[config.mk]
export PLATFORM = sky130hd
export DESIGN_NAME = moving_average_filter_flat
export DESIGN_NICKNAME = d
export VERILOG_FILES = /design/src/rtl/moving_average_filter_if.sv /design/src/rtl/moving_average_filter.sv /design/src/flat_wrapper.sv
export SDC_FILE = /design/constraint.sdc
export NUM_CORES = 1
export LEC_CHECK = 0
export CORE_ASPECT_RATIO = 0.6
export CORE_MARGIN = 1.5
export CORE_UTILIZATION = 45
export DETAILED_ROUTE_END_ITERATION = 16
export GPL_TIMING_DRIVEN = 0
export PLACE_DENSITY = 0.63
export SETUP_SLACK_MARGIN = 0.02
export SYNTH_ARGS = -nofsm -noshare
export SYNTH_HDL_FRONTEND = slang
export SYNTH_SLANG_ARGS = --single-unit
[constraint.sdc]
create_clock -name clk -period 7.1 [get_ports clk]
set_clock_uncertainty 0.2 [all_clocks]
set_input_delay 1.775 -clock clk [delete_from_list [all_inputs] [get_ports clk]]
set_output_delay 1.775 -clock clk [all_outputs]
set_load 0.005 [all_outputs]
[src/rtl/moving_average_filter_if.sv]
// Sample stream bundle for the moving-average filter.
// Handshake: sample_valid is a one-cycle strobe with no back-pressure; every
// strobe not masked by flush or reset is accepted, and out_valid pulses for
// exactly one cycle, one clock later, with sample_out holding the new average.
interface moving_average_filter_if #(
    parameter int WIDTH = 24
);
    logic                    sample_valid;
    logic signed [WIDTH-1:0] sample_in;
    logic                    flush;
    logic signed [WIDTH-1:0] sample_out;
    logic                    out_valid;
    logic                    primed;

    // Producer side: presents samples and flush, observes the average.
    modport master (
        output sample_valid,
        output sample_in,
        output flush,
        input  sample_out,
        input  out_valid,
        input  primed
    );

    // Filter side.
    modport slave (
        input  sample_valid,
        input  sample_in,
        input  flush,
        output sample_out,
        output out_valid,
        output primed
    );
endinterface

[src/rtl/moving_average_filter.sv]
// Running average over the last N samples. Each sample is pre-scaled by 1/N
// (arithmetic shift) on entry, so the accumulator directly holds the average.
// A circular buffer remembers the scaled samples so the oldest one can be
// subtracted once the window is full. During fill the output is the partial
// sum, deliberately not normalised to the current occupancy.
module moving_average_filter #(
    parameter int N        = 32,
    parameter int EXPONENT = 5,
    parameter int WIDTH    = 24
) (
    input  logic                clk,
    input  logic                reset,
    moving_average_filter_if.slave bus,
    output logic [EXPONENT-1:0] o_dbg_rd_ptr,
    output logic [EXPONENT-1:0] o_dbg_wr_ptr,
    output logic [EXPONENT:0]   o_dbg_count
);
    localparam logic [EXPONENT:0]   LP_FULL = (EXPONENT + 1)'(N);
    localparam logic [EXPONENT-1:0] LP_ONE  = EXPONENT'(1);

    // Window storage; never reset, entries are only read once rewritten.
    logic signed [WIDTH-1:0] r_mem [0:N-1];

    logic [EXPONENT-1:0]     r_rd_ptr;
    logic [EXPONENT-1:0]     r_wr_ptr;
    logic [EXPONENT:0]       r_count;
    logic signed [WIDTH-1:0] r_acc;
    logic signed [WIDTH-1:0] r_sample_out;
    logic                    r_out_valid;
    logic                    r_primed;

    logic signed [WIDTH-1:0] w_scaled;
    logic signed [WIDTH-1:0] w_oldest;
    logic                    w_full;
    logic                    w_wr_en;
    logic [EXPONENT-1:0]     w_rd_ptr_nxt;
    logic [EXPONENT-1:0]     w_wr_ptr_nxt;
    logic [EXPONENT:0]       w_count_nxt;
    logic signed [WIDTH-1:0] w_acc_nxt;
    logic signed [WIDTH-1:0] w_sample_out_nxt;
    logic                    w_out_valid_nxt;
    logic                    w_primed_nxt;

    // Floor division by N: arithmetic shift rounds toward minus infinity.
    assign w_scaled = bus.sample_in >>> EXPONENT;
    // Combinational read returns the pre-write contents: read-before-write.
    assign w_oldest = r_mem[r_rd_ptr];
    assign w_full   = (r_count == LP_FULL);

    // Next-state computation: flush clears, a strobe updates, otherwise hold.
    always_comb begin
        w_wr_en          = 1'b0;
        w_rd_ptr_nxt     = r_rd_ptr;
        w_wr_ptr_nxt     = r_wr_ptr;
        w_count_nxt      = r_count;
        w_acc_nxt        = r_acc;
        w_sample_out_nxt = r_sample_out;
        w_out_valid_nxt  = 1'b0;
        w_primed_nxt     = r_primed;
        if (bus.flush) begin
            w_rd_ptr_nxt     = '0;
            w_wr_ptr_nxt     = '0;
            w_count_nxt      = '0;
            w_acc_nxt        = '0;
            w_sample_out_nxt = '0;
            w_primed_nxt     = 1'b0;
        end else if (bus.sample_valid) begin
            w_wr_en         = 1'b1;
            w_wr_ptr_nxt    = r_wr_ptr + LP_ONE;
            w_out_valid_nxt = 1'b1;
            if (w_full) begin
                // Steady: rd_ptr tracks wr_ptr, oldest leaves as newest enters.
                w_rd_ptr_nxt = r_rd_ptr + LP_ONE;
                w_acc_nxt    = r_acc + w_scaled - w_oldest;
            end else begin
                w_count_nxt  = r_count + 1'b1;
                w_acc_nxt    = r_acc + w_scaled;
            end
            w_sample_out_nxt = w_acc_nxt;
            w_primed_nxt     = (w_count_nxt == LP_FULL);
        end
    end

    // Control and datapath registers with synchronous reset.
    always_ff @(posedge clk) begin
        if (reset) begin
            r_rd_ptr     <= '0;
            r_wr_ptr     <= '0;
            r_count      <= '0;
            r_acc        <= '0;
            r_sample_out <= '0;
            r_out_valid  <= 1'b0;
            r_primed     <= 1'b0;
        end else begin
            r_rd_ptr     <= w_rd_ptr_nxt;
            r_wr_ptr     <= w_wr_ptr_nxt;
            r_count      <= w_count_nxt;
            r_acc        <= w_acc_nxt;
            r_sample_out <= w_sample_out_nxt;
            r_out_valid  <= w_out_valid_nxt;
            r_primed     <= w_primed_nxt;
        end
    end

    // Buffer write; a sample arriving with reset is dropped.
    always_ff @(posedge clk) begin
        if (w_wr_en && !reset) begin
            r_mem[r_wr_ptr] <= w_scaled;
        end
    end

    assign bus.sample_out = r_sample_out;
    assign bus.out_valid  = r_out_valid;
    assign bus.primed     = r_primed;

    assign o_dbg_rd_ptr = r_rd_ptr;
    assign o_dbg_wr_ptr = r_wr_ptr;
    assign o_dbg_count  = r_count;
endmodule
[src/flat_wrapper.sv]
// flat-port wrapper written by rule: the top's interface ports become plain ports
module moving_average_filter_flat 
#(
    parameter int N        = 32,
    parameter int EXPONENT = 5,
    parameter int WIDTH    = 24
)
  (clk, reset, o_dbg_rd_ptr, o_dbg_wr_ptr, o_dbg_count, bus_sample_valid, bus_sample_in, bus_flush, bus_sample_out, bus_out_valid, bus_primed);
  moving_average_filter_if #(.WIDTH(WIDTH)) bus_i ();
  input  logic clk;
  input  logic reset;
  output logic [EXPONENT-1:0] o_dbg_rd_ptr;
  output logic [EXPONENT-1:0] o_dbg_wr_ptr;
  output logic [EXPONENT:0] o_dbg_count;
  input wire logic [$bits(bus_i.sample_valid)-1:0] bus_sample_valid;
  input wire logic [$bits(bus_i.sample_in)-1:0] bus_sample_in;
  input wire logic [$bits(bus_i.flush)-1:0] bus_flush;
  output wire logic [$bits(bus_i.sample_out)-1:0] bus_sample_out;
  output wire logic [$bits(bus_i.out_valid)-1:0] bus_out_valid;
  output wire logic [$bits(bus_i.primed)-1:0] bus_primed;
  assign bus_i.sample_valid = bus_sample_valid;
  assign bus_i.sample_in = bus_sample_in;
  assign bus_i.flush = bus_flush;
  assign bus_sample_out = bus_i.sample_out;
  assign bus_out_valid = bus_i.out_valid;
  assign bus_primed = bus_i.primed;
  moving_average_filter #(.N(N), .EXPONENT(EXPONENT), .WIDTH(WIDTH)) u_core (.clk(clk), .reset(reset), .bus(bus_i), .o_dbg_rd_ptr(o_dbg_rd_ptr), .o_dbg_wr_ptr(o_dbg_wr_ptr), .o_dbg_count(o_dbg_count));
endmodule
==> run_results.csv, run 1 <==
group,metric,value,unit
outcome,status,"complete, no violations",
critical_path,path_cells,"buf_6 -> buf_8 -> buf_4 -> buf_6 -> clkbuf_4 -> buf_2 -> mux4_2 -> mux4_2 -> mux2i_2 -> ha_1 -> nor2b_1 -> o31a_1 -> o31a_1 -> or2_2 -> a31oi_1 -> a21oi_2 -> o31a_1 -> o221ai_2 -> nand2_2 -> a211oi_2 -> o21ai_1 -> mux2_4 -> a221oi_2",
cells_and_area,nets,1778,
timing,fin_ws,0.2416,ns
timing,slew_viol_final,0,
power_and_ir_drop,power_switching,1.692,mW
placement,place_congestion,0.9456,
cells_and_area,drive_gt1_frac,0.2180,
synthesis,avgSynthCellArea,17.75,um2
global_routing,grt_pass1_wl,108100,um
timing,setup_viol,0,
timing,relSlewSlack,0.1051,
synthesis,ys_seq_area_frac,0.6938,
synthesis,syn-instance-count,1559,
timing,final-hold-violation-count,0,
synthesis,yosysUniqueCellTypes,73,
cts,clkSinkCount,655,
global_routing,track_usage,0.2423,
placement,port_buffers,63,
timing,worst_pin_slew,1.340,ns
power_and_ir_drop,p_per_area,246.4,nW/um2
floorplanning,start_util,0.4546,
synthesis,synth.net_count,1636,
detailed_routing,num_vias,15620,
min_path,worst_hold_path_type,"flop to flop",
cells_and_area,syn_to_final_growth,16.40,%
cts,clock_latency,0.61,ns
critical_path,crit_type,"flop to flop",
power_and_ir_drop,clockPowerShare,0.414,
synthesis,ys_warn_count,0,
timing,fmax,145.8,MHz
cells_and_area,stdcell_area,32210,um2
cts,cts_buffers,57,
critical_path,critical_path.most_common_cell,"o31a_1",
power_and_ir_drop,p_seq_frac,0.534,
critical_path,cp-start-kind,"flop",
synthesis,ys_seq_elements,655,
floorplanning,die_w,323.1,um
detailed_routing,ant_nets,0,
cells_and_area,stdcell_count,2576,
detailed_routing,routedWlPerCell,29.28,um
global_routing,antenna_found_initial,2,
synthesis,synth_edf_count,608,
detailed_routing,drc,0,
critical_path,critPathMaxStageDelay,0.47,ns
timing,finalCritPeriodShare,0.9660,
power_and_ir_drop,power_leakage,10.25,nW
floorplanning,die_area,63040,um2
synthesis,synthArstFlopShare,0,
floorplanning,die_y,195.1,um
cts,htreeDepth,2,
floorplanning,ios,70,
detailed_routing,viasPerCell,6.062,
cells_and_area,layout_common_cells,"608 x edfxtp_1, 151 x mux4_2, 89 x nor2_1, 59 x clkbuf_16, 57 x nand2_1",
placement,dp_cells,2473,
cells_and_area,n_antenna_cell,0,
detailed_routing,drtIter0Drc,2234,
power_and_ir_drop,power.internal,6.244,mW
cts,cts-root-buf,"clkbuf_16",
global_routing,grt_start_max_net_pins,41,
critical_path,slowest_stage,"mux4_2",
floorplanning,core_area,60870,um2
cts,cts_tree,"built",
critical_path,endpoint_kind,"flop",
timing,period_needed,6.858,ns
timing,tns,0,ns
critical_path,cp.required,7.42,ns
power_and_ir_drop,netSwitchingFraction,0.2132,
power_and_ir_drop,worst_ir_drop_vdd,0.1643,mV
placement,placed_area,30120,um2
critical_path,crit_arrival,7.18,ns
cts,clkTransAtPathRegs,0.07,ns
critical_path,crit_fanout,19,
cts,ctsLongestPathBuffers,3,
cells_and_area,final_common_cell,"edfxtp_1",
synthesis,synthFlopType,"edfxtp_1",
power_and_ir_drop,combPwrFrac,0.052,
floorplanning,std_cell_rows,70,
placement,detailedPlace.worstSlack,-1.956,ns
job,maxCapViolCount,0,
placement,hpwl,50210,um
synthesis,netlist_area,27670,um2
timing,rsz0062_at_grt,"false",
global_routing,grt_pass1_vias,15300,
detailed_routing,drt_first_pass_iters,5,
global_routing,overflow,0,
detailed_routing,routed_wl,75420,um
## logic make-up after synthesis
group,share of synthesized area
compound gates,0.04766
xor+xnor,0.01519
fa+ha+maj,0.02306
buf+inv,0.01519
flops,0.6938
mux,0.1564
simple gates,0.04870
## metrics by stage
step	total power [mW]	util	hold slack [ns]
finish	7.936	0.5292	0.2868
global route	8.150	0.5292	0.3345
CTS	7.957	0.5284	0.2878
detailed placement	4.721	0.4947	0.2784
global placement	4.705	0.4820	0.2591
floorplan	4.560	-	0.2630
## critical path, delay by kind of cell (launching register included)
kind | cells | cell delay, ns
muxes | 4 | 1.45
and+or+nand+nor | 3 | 0.60
AOI/OAI and AO/OA | 9 | 2.17
adders and majority gates | 1 | 0.33
buffers and inverters | 6 | 1.65
DFF | 1 | 0.32
## state kept, by name, summed over array words and instances (netlist names), named ones only
| name | cells |
|---|---|
| u_core.bus.primed | 1 |
| u_core.r_mem | 608 |
| u_core.bus.out_valid | 1 |
| u_core.o_dbg_wr_ptr | 5 |
| u_core.r_acc | 24 |
| u_core.o_dbg_rd_ptr | 5 |
| u_core.o_dbg_count | 6 |
## path summary, 6_finish.rpt
check	to	slack [ns]	cells after the start	from
setup / recovery	u_core.r_acc[22]	0.24	23	flop
hold / removal	u_core.r_acc[23]	0.29	2	u_core.r_acc[23]
setup reg to reg	u_core.r_acc[22]	0.24	23	flop
hold reg to reg	u_core.r_acc[23]	0.29	2	u_core.r_acc[23]
## cell usage after synthesis, drive strengths merged (10+ instances only)
master,n,area share
a21oi,42,0.0077
a22oi,13,0.0035
a311oi,10,0.0034
nor3,10,0.0018
nand2,58,0.0080
ha,47,0.021
a211oi,14,0.0040
dfxtp,47,0.034
mux4,163,0.13
edfxtp,608,0.66
o21ai,46,0.0083
and3,11,0.0025
buf,33,0.0062
nand3,23,0.0042
nor2,121,0.016
inv,26,0.0035
mux2i,54,0.020
clkbuf,40,0.0054
a21o,12,0.0033
xnor2,29,0.0092
xor2,19,0.0060
nand2b,10,0.0023
or3,11,0.0025
nand4,10,0.0023
## area by class of cell
| cell class | count | area [um2] |
|---|---|---|
| multi-input combinational | 805 | 8339 |
| sequential | 655 | 19200 |
| inverter | 26 | 101.3 |
| clock inverter | 41 | 447.9 |
| fill | 4805 | 28660 |
| buffer | 68 | 415.4 |
| timing repair buffer | 88 | 1154 |
| clock buffer | 65 | 1519 |
| tap | 828 | 1036 |
## repair_timing
item                                    4_1_cts  5_1_grt
buffers inserted                              0        2
resized for setup                            95       44
hold buffers                                  0        0
endpoints found under the setup margin       17        6
## power groups by stage
| stage | Clock (mW) | Sequential (mW) | Combinational [mW] |
|---|---|---|---|
| 6_report | 3.29 | 4.23 | 0.414 |
| 5_1_grt | 3.47 | 4.23 | 0.452 |
| 4_1_cts | 3.32 | 4.23 | 0.402 |
| 3_5_place_dp | 0 | 4.32 | 0.400 |
| 3_3_place_gp | 0 | 4.32 | 0.384 |
| 2_1_floorplan | 0 | 4.31 | 0.245 |
## routing by layer
metal / part of all wire / track usage / wire, um
met5: 0 / 0 / 0
met4: 0.020 / 0.05216 / 1516
met3: 0.11 / 0.07229 / 8495
met2: 0.42 / 0.3357 / 31320
met1: 0.45 / 0.3761 / 34090
Note: power is estimated with default switching activity, not from simulation.
==> inputs of run 2 (changes only) <==
--- a/config.mk
+++ b/config.mk
@@ -15,3 +15,4 @@
 export SYNTH_ARGS = -nofsm -noshare
 export SYNTH_HDL_FRONTEND = slang
 export SYNTH_SLANG_ARGS = --single-unit
+export TNS_END_PERCENT = 5
==> run 2 against run 1 <==
  * Critical path depth unchanged
  * Via count up 0.15%
  * Register-to-register slack about the same
  * Wire length is essentially flat
  * Clock-buffer cell count is the same
  * Final area about the same
  * Sequential power is essentially flat
  * Combinational power barely moved
  * Critical endpoint unchanged
==> run_results.csv, run 2 (synthesis gave the netlist of run 1 again) <==
group,metric,value,unit
floorplanning,start_util,0.4546,
min_path,min_path_cells,2,
cells_and_area,largest_reg_flops,608,
power_and_ir_drop,power,7.935,mW
power_and_ir_drop,worst_ir_drop_vdd,0.1643,mV
placement,hpwl,50210,um
cts,htreeDepth,2,
placement,placed_area,30120,um2
critical_path,critPathMaxStageDelay,0.47,ns
critical_path,crit_type,"flop to flop",
detailed_routing,drc,0,
timing,final-hold-violation-count,0,
min_path,hp-start,"u_core.r_acc[23]",
job,maxCapViolCount,0,
critical_path,rr_endpoint,"u_core.r_acc[22]",
floorplanning,ios,70,
cells_and_area,final_common_cell,"edfxtp_1",
cts,clkTransAtPathRegs,0.07,ns
detailed_routing,routedWlPerCell,29.27,um
min_path,worst_hold_path_type,"flop to flop",
power_and_ir_drop,power_leakage,10.25,nW
global_routing,overflow,0,
timing,worst_pin_slew,1.349,ns
timing,period_needed,6.861,ns
global_routing,grt_pass1_wl,108100,um
cells_and_area,drive_gt1_frac,0.2180,
critical_path,cp.required,7.42,ns
cells_and_area,nets,1778,
timing,relSlewSlack,0.09888,
floorplanning,die_w,323.1,um
cells_and_area,stdcell_area,32210,um2
critical_path,critical_path.most_common_cell,"o31a_1",
detailed_routing,ant_nets,0,
cts,cts_tree,"built",
cells_and_area,layout_common_cells,"608 x edfxtp_1, 151 x mux4_2, 89 x nor2_1, 59 x clkbuf_16, 57 x nand2_1",
critical_path,rr_worst_depth,23,
cts,ctsLongestPathBuffers,3,
placement,dp_cells,2473,
critical_path,slowest_stage,"mux4_2",
timing,timing.hold.ws,0.2868,ns
timing,setup_viol,0,
global_routing,grt_pass1_vias,15300,
critical_path,path_delay_family,"compound AO/OA/AOI/OAI gates",
timing,rsz0062_at_grt,"true",
detailed_routing,routed_wl,75410,um
cts,cts_buffers,57,
global_routing,antenna_found_initial,2,
global_routing,grt_start_max_net_pins,41,
timing,finalCritPeriodShare,0.9664,
critical_path,cp-start-kind,"flop",
placement,place_congestion,0.9456,
floorplanning,std_cell_rows,70,
detailed_routing,drtIter0Drc,2236,
detailed_routing,drt_first_pass_iters,5,
cts,cts-root-buf,"clkbuf_16",
critical_path,path_cells,"buf_6 -> buf_8 -> buf_4 -> buf_6 -> clkbuf_4 -> buf_2 -> mux4_2 -> mux4_2 -> mux2i_2 -> ha_1 -> nor2b_1 -> o31a_1 -> o31a_1 -> or2_2 -> a31oi_1 -> a21oi_2 -> o31a_1 -> o221ai_2 -> nand2_2 -> a211oi_2 -> o21ai_1 -> mux2_4 -> a221oi_2",
placement,port_buffers,63,
floorplanning,die_y,195.1,um
detailed_routing,num_vias,15640,
critical_path,crit_fanout,19,
cells_and_area,utilization,0.5291,
critical_path,cp_num_buf_inv,6,
timing,fin_ws,0.2385,ns
critical_path,crit_arrival,7.18,ns
placement,detailedPlace.worstSlack,-1.956,ns
floorplanning,core_area,60870,um2
critical_path,endpoint_kind,"flop",
outcome,status,"complete, no violations",
detailed_routing,viasPerCell,6.071,
floorplanning,die_area,63040,um2
cts,clkSinkCount,655,
timing,tns,0,ns
power_and_ir_drop,p_per_area,246.4,nW/um2
cts,clock_latency,0.61,ns
cells_and_area,n_antenna_cell,0,
timing,fmax,145.7,MHz
timing,slew_viol_final,0,
min_path,hold_end,"u_core.r_acc[23]",
critical_path,ff2ff_setup_slack,0.24,ns
cells_and_area,stdcell_count,2576,
global_routing,track_usage,0.2423,
cells_and_area,regMostFlops,"u_core.r_mem",
cells_and_area,syn_to_final_growth,16.39,%
[run 2: changes by cell type in the layout (fill, tap and decap cells not counted)]
cell | before | now
buf_4 | 5 | 6
buf_6 | 12 | 11
[run 2: worst max-delay path by stage]
stage	to	slack (ns)	depth (start not counted)
4_1_cts	u_core.r_acc[23]	0.02	21
3_5_place_dp	u_core.r_acc[23]	-1.96	25
5_1_grt	u_core.r_acc[22]	0.01	22
6_report	u_core.r_acc[22]	0.24	23
3_3_place_gp	u_core.r_acc[23]	-1.81	25
2_1_floorplan	u_core.r_acc[22]	0.63	22
[run 2: timing repair]
item,CTS,global route
gates resized for setup,95,43
setup buffers,0,2
hold buffers,0,0
setup endpoints to repair,17,6
[run 2: layout make-up]
cell class	count	area, um2
tap	828	1036
inverter	26	101.3
clock buffer	65	1519
sequential	655	19200
timing repair buffer	88	1154
multi-input combinational	805	8339
fill	4807	28660
clock inverter	41	447.9
buffer	68	411.6
[run 2: where the power goes]
part	internal [mW]	total [mW]	switching, mW
clock network	1.87	3.29	1.42
registers	4.22	4.23	0.0109
logic	0.153	0.414	0.261
total	6.24	7.94	1.69
[run 2: routing by layer]
| metal | up-vias | part of all wire | wire length [um] | GRT usage |
|---|---|---|---|---|
| met1 | 8089 | 0.45 | 33880 | 0.3761 |
| met5 | - | 0 | 0 | 0 |
| met3 | 108 | 0.11 | 8648 | 0.07229 |
| li1 | 6595 | - | - | - |
| met4 | 0 | 0.020 | 1523 | 0.05216 |
| met2 | 847 | 0.42 | 31360 | 0.3357 |
[run 2: worst register-to-register path: stages, from the launching register on]
cell and delay (ns):
dfxtp_1 0.32, buf_6 0.16, buf_8 0.24, buf_4 0.33, buf_6 0.27, clkbuf_4 0.31
buf_2 0.38, mux4_2 0.36, mux4_2 0.47, mux2i_2 0.29, ha_1 0.33, nor2b_1 0.16
o31a_1 0.27, o31a_1 0.26, or2_2 0.30, a31oi_1 0.23, a21oi_2 0.07, o31a_1 0.31
o221ai_2 0.25, nand2_2 0.15, a211oi_2 0.35, o21ai_1 0.18, mux2_4 0.33, a221oi_2 0.25
